`src/rtl/fib_sequencer.sv`:
```
// Fibonacci-style sequence engine: two operand registers, sum written over the older one,
// terms streamed on a valid/ready port, stop on value limit, term count or carry-out.
//
// state   | meaning
// --------+----------------------------------------------------------
// S_IDLE  | waiting for start; outputs from last run held
// S_ADD   | sum the operand registers into term, detect carry-out
// S_EMIT  | term_valid high until the consumer accepts the term
// S_CHECK | compare term (mode 0) or count (mode 1) against the limit
// S_DONE  | one-cycle done pulse, then back to idle
module fib_sequencer #(
  parameter int WIDTH = 8,
  parameter int CNT_W = 8
) (
  input  logic             clk,
  input  logic             rst,
  input  logic             start,
  input  logic             clr,
  input  logic             mode,
  input  logic [WIDTH-1:0] seed_a,
  input  logic [WIDTH-1:0] seed_b,
  input  logic [WIDTH-1:0] limit,
  output logic [WIDTH-1:0] term,
  output logic             term_valid,
  input  logic             term_ready,
  output logic             busy,
  output logic             done,
  output logic             overflow,
  output logic [CNT_W-1:0] count
);

  typedef enum logic [2:0] {
    S_IDLE,
    S_ADD,
    S_EMIT,
    S_CHECK,
    S_DONE
  } state_t;

  state_t           state;
  state_t           state_nxt;

  logic [WIDTH-1:0] ra;
  logic [WIDTH-1:0] rb;
  logic [WIDTH-1:0] lim_q;
  logic             mode_q;
  logic             ptr;
  logic [WIDTH:0]   sum;
  logic [CNT_W-1:0] lim_cnt;
  logic [CNT_W-1:0] limit_cnt;
  logic [CNT_W-1:0] cnt_one;

  logic             load;
  logic             add_en;
  logic             accept;

  // In count mode the limit is read as a CNT_W-bit quantity, whichever width is wider.
  generate
    if (CNT_W <= WIDTH) begin : g_lim_trunc
      assign lim_cnt   = lim_q[CNT_W-1:0];
      assign limit_cnt = limit[CNT_W-1:0];
    end else begin : g_lim_ext
      assign lim_cnt   = {{(CNT_W-WIDTH){1'b0}}, lim_q};
      assign limit_cnt = {{(CNT_W-WIDTH){1'b0}}, limit};
    end
  endgenerate

  assign sum     = {1'b0, ra} + {1'b0, rb};
  assign cnt_one = {{(CNT_W-1){1'b0}}, 1'b1};

  always_ff @(posedge clk or negedge rst) begin
    if (!rst) begin
      state <= S_IDLE;
    end else begin
      state <= state_nxt;
    end
  end

  always_comb begin
    state_nxt  = state;
    load       = 1'b0;
    add_en     = 1'b0;
    accept     = 1'b0;
    term_valid = 1'b0;
    busy       = 1'b1;
    done       = 1'b0;

    case (state)
      S_IDLE: begin
        busy = 1'b0;
        if (start) begin
          load      = 1'b1;
          state_nxt = (mode && (limit_cnt == '0)) ? S_DONE : S_ADD;
        end
      end
      S_ADD: begin
        add_en    = 1'b1;
        state_nxt = sum[WIDTH] ? S_DONE : S_EMIT;
      end
      S_EMIT: begin
        term_valid = 1'b1;
        if (term_ready) begin
          accept    = 1'b1;
          state_nxt = S_CHECK;
        end
      end
      S_CHECK: begin
        if (mode_q) begin
          state_nxt = (count == lim_cnt) ? S_DONE : S_ADD;
        end else begin
          state_nxt = (term > lim_q) ? S_DONE : S_ADD;
        end
      end
      S_DONE: begin
        done      = 1'b1;
        state_nxt = S_IDLE;
      end
      default: begin
        state_nxt = S_IDLE;
      end
    endcase

    // Abort masks every strobe so nothing is loaded, emitted or reported this cycle.
    if (clr) begin
      state_nxt  = S_IDLE;
      load       = 1'b0;
      add_en     = 1'b0;
      accept     = 1'b0;
      term_valid = 1'b0;
      done       = 1'b0;
    end
  end

  always_ff @(posedge clk or negedge rst) begin
    if (!rst) begin
      ra       <= '0;
      rb       <= '0;
      lim_q    <= '0;
      mode_q   <= 1'b0;
      ptr      <= 1'b0;
      term     <= '0;
      count    <= '0;
      overflow <= 1'b0;
    end else begin
      if (load) begin
        ra       <= seed_a;
        rb       <= seed_b;
        lim_q    <= limit;
        mode_q   <= mode;
        ptr      <= 1'b0;
        count    <= '0;
        overflow <= 1'b0;
      end
      if (add_en) begin
        term <= sum[WIDTH-1:0];
        if (sum[WIDTH]) begin
          overflow <= 1'b1;
        end
      end
      // ptr names the register holding the older term, which the new term replaces.
      if (accept) begin
        if (ptr) begin
          rb <= term;
        end else begin
          ra <= term;
        end
        ptr   <= ~ptr;
        count <= count + cnt_one;
      end
    end
  end

endmodule

```
`config.mk`:
```
export PLATFORM = sky130hd
export DESIGN_NAME = fib_sequencer
export DESIGN_NICKNAME = d
export VERILOG_FILES = /design/src/rtl/fib_sequencer.sv
export SDC_FILE = /design/constraint.sdc
export NUM_CORES = 1
export LEC_CHECK = 0
export BUFFER_PORTS_ARGS = -buffer_cell sky130_fd_sc_hd__buf_2
export CORE_MARGIN = 2
export CORE_UTILIZATION = 55
export DETAILED_ROUTE_END_ITERATION = 10
export PLACE_DENSITY = 0.79
export SLEW_MARGIN = 25
export SYNTH_ARGS = -nofsm -noshare
export SYNTH_HDL_FRONTEND = slang
export SYNTH_SLANG_ARGS = --single-unit
```
`constraint.sdc`:
```
create_clock -name clk -period 2.3 [get_ports clk]
set_input_delay 0.23 -clock clk [delete_from_list [all_inputs] [get_ports clk]]
set_output_delay 0.23 -clock clk [all_outputs]
set_load 0.005 [all_outputs]
```
==> metrics.md <==
| Metric | Value |
|---|---|
| Residual DRC | `0` |
| Row cnt | `25` |
| Dominant cell type by area after synthesis | `dfrtp_1` |
| R2R Setup Slk | `approximately 270 ps` |
| Status | `finished clean` |
| Maximum clock insertion buffer count | `2` |
| Post-synth EDFFs | `0` |
| Yosys Warn Count | `0` |
| Area Growth Syn to Fin | `14.6%` |
| Combinational share of power | `0.466` |
| Headroom to the max-slew limit | `0.645` |
| Synth Net Count | `between 300 and 400` |
| Total Routed Length | `roughly 5500 µm` |
| Internal | `2.18 mW` |
| Reg power frac | `0.390` |
| Worst path bufs/invs | `0` |
| Clock transition at the registers of the reported paths | `~90 ps` |
| P_sw | `roughly 1.5 mW` |
| Crit path kind | `reg2reg` |
| Routed len/inst | `14.0 µm` |
| Worst setup SP type | `flip-flop` |
| Hold path depth | `3` |
| Syn Area/Cell | `slightly below 9 µm²` |
| Pleak | `1.53 nW` |
| Fmax | `approximately 490 MHz` |
| Maximum fanout along the worst path | `3` |
| CTS Buf Count | `5` |
| Seq. cell area | `about 1200 µm²` |
| WHS Endpoint | `mode_q` |
| Multi-input gate area | `1350 µm²` |
| Synth unique cells | `between 40 and 50` |
| Maxcap violations | `0` |
| Routability cong. | `around 0.80` |
| First-pass GRT wire length | `between 9000 and 10,000 µm` |
| Fin. Hold Viols | `0` |
| RSZ-0062 raised after global routing | `no` |
| Worst-path cell with the longest stage delay | `fa_1` |
| Vias in the first global route | `between 2k and 2.5k` |
| Post-synth top area share | `0.441` |
| Initial Util | `0.559` |
| Switching share of total power | `0.412` |
| Vias per std cell | `5.57` |
| Clock share of power | `0.143` |
| Num Clock Sinks | `46` |
| Placed cell area | `just under 3000 µm²` |
| Top post-synthesis cells by area | `dfrtp_1 44%, nand2_1 9.5%, ha_1 8.2%` |
| Reg2reg start | `ra[0]` |
| Min cycle time layout | `slightly above 2000 ps` |
| Core box area | `4660 µm²` |
| Max stage delay on crit path | `roughly 400 ps` |
| CTS root buf | `clkbuf_8` |
| Die height | `72.9 µm` |
| CP Cell Sequence | `ha_1 -> fa_1 -> a21oi_1 -> o21ai_0 -> o22a_1 -> a22oi_1 -> o41ai_1` |
| Number of fill cells | `about 400` |
| Router iterations before antenna repair | `4` |
| CTS tree | `done` |
| Grt total ovfl | `0` |
| Top FF cell, synth | `dfrtp_1` |
| Final Instance Area | `2990 µm²` |
| Pins over their slew limit | `0` |
| Post-Syn Instances | `~300` |
| Reg2Reg Capture Point | `state[2]` |
| Full die area | `5310 µm²` |
| Via count | `between 2k and 2.5k` |
| Post-CTS resize count | `0` |
| Initial antenna violation count | `0` |
| First DRT Iteration DRCs | `130` |
| Setup tns final | `0 ps` |
| Remaining antenna violation count | `0` |
| Power Density | `approximately 1200 nW/µm²` |
| WP data required | `between 2000 and 2500 ps` |
| Pin count of the biggest net entering global routing | `31` |
| Worst Skew | `roughly 9.1 ps` |
| Crit. End Element | `flip-flop` |
| Final setup viols | `0` |
| Post-CTS Setup Bufs | `0` |
| Final Cycle Share | `0.883` |
| Worst path top cell family by delay | `compound AO/OA/AOI/OAI gates` |
| Share of cells above drive strength 1 | `0.187` |
| Hold Crit Start | `mode` |
| All-Layer GR Usage | `0.227` |
| R2r worst-path depth | `7` |
| WP data arrival | `around 2200 ps` |
| Hold Path Class | `in2reg` |
| Peak supply drop | `0.577 mV` |
| Commonest cells after routing, fill and taps aside | `66 x nand2_1, 49 x buf_2, 46 x dfrtp_1` |
| Port-buffer cells | `roughly 50` |
| Final nets | `390` |
| Synth Register Bits | `46` |
| Seq/Total Area, Yosys | `0.441` |
| Slew of the pin with the lowest slew margin | `around 530 ps` |
| Most common cell after layout, fill and taps aside | `nand2_1` |
| Dpl hpwl | `between 4000 and 5000 µm` |
| Diodes inserted | `0` |
| # IOs | `50` |
| Die W | `approximately 73 µm` |
| Htree depth | `2` |
| Clock latency on the worst-skew pair | `about 310 ps` |
| Post-Syn Area | `approximately 2600 µm²` |
| Post-synth ARST share | `1.00` |
[metrics by stage]
step	util	total power [mW]	setup WS, ps	hold slack [ps]	cells
after CTS	0.641	3.72	263	128	397
after floorplan	-	2.69	420	-65.6	292
after detailed placement	0.619	3.19	280	169	388
after global routing	0.641	4.05	151	147	397
final	0.641	3.71	270	132	397
after global placement	0.619	3.12	325	164	388
[cells in the mapped netlist (4+ instances only)]
library cell / n
a31oi_1: 17
nor2_1: 25
nor3_1: 4
inv_1: 11
ha_1: 17
nand2_1: 66
clkbuf_1: 6
and3_1: 4
a21oi_1: 7
o21ai_0: 26
dfrtp_1: 46
xor2_1: 11
nand3_1: 4
xnor2_1: 4
nand4_1: 4
[metal layers]
layer  routed length, µm  track usage  vias up  share of wire
li1                    -            -     1120              -
met1                2540        0.306     1023           0.46
met2                2620        0.368       59           0.47
met3                 274       0.0331       11          0.049
met4                 116       0.0926        0          0.021
met5                   0            0        -              0
[what timing repair did]
action,4_1_cts,5_1_grt
endpoints found under the hold margin,16,0
hold buffers,1,0
setup endpoints to repair,0,0
[sequential cells by signal (all words and copies together), names as in the netlist]
register,cells
lim_cnt,8
mode_q,1
ra,8
ptr,1
rb,8
term,8
state,3
count,8
overflow,1
[power by group through the flow]
stage	clock network (mW)	registers [mW]	logic, mW
3_3_place_gp	0	1.44	1.68
4_1_cts	0.537	1.44	1.74
5_1_grt	0.572	1.49	1.98
2_1_floorplan	0	1.38	1.31
6_report	0.532	1.45	1.73
3_5_place_dp	0	1.46	1.73
[final cells by class]
| class | instances | area share |
|---|---|---|
| clock buffers | 6 | 0.0276 |
| clock inverters | 2 | 0.00419 |
| inverters | 11 | 0.0138 |
| multi-input cells | 224 | 0.451 |
| flip-flops and latches | 46 | 0.385 |
| well taps | 54 | 0.0226 |
| repair buffers | 54 | 0.0954 |
[worst register-to-register path, stage by stage, from the launching register on]
cell     delay (ps)
dfrtp_1         400
ha_1            230
fa_1            410
a21oi_1         190
o21ai_0         140
o22a_1          270
a22oi_1         190
o41ai_1          90
[worst max path at each step]
stage | from | endpoint | slack [ps] | cells past startpoint
global placement | ra[0] | state[2] | 320 | 7
detailed placement | ra[0] | state[2] | 280 | 7
CTS | ra[0] | state[2] | 260 | 7
floorplan | ra[0] | state[2] | 420 | 7
global route | ra[0] | state[2] | 150 | 7
finish | ra[0] | state[2] | 270 | 7
[kinds of logic (layout without fill, tap and decap cells)]
group	count (synthesis)	after routing	synth area share
AO/OA/AOI/OAI	68	68	0.159
AND/OR/NAND/NOR	122	122	0.215
multiplexers	1	1	0.00384
adder cells (fa/ha/maj)	18	18	0.0893
XOR/XNOR	15	15	0.0504
flip-flops	46	46	0.441
buffers and inverters	22	73	0.0413
(Power assumes the default switching activity.)
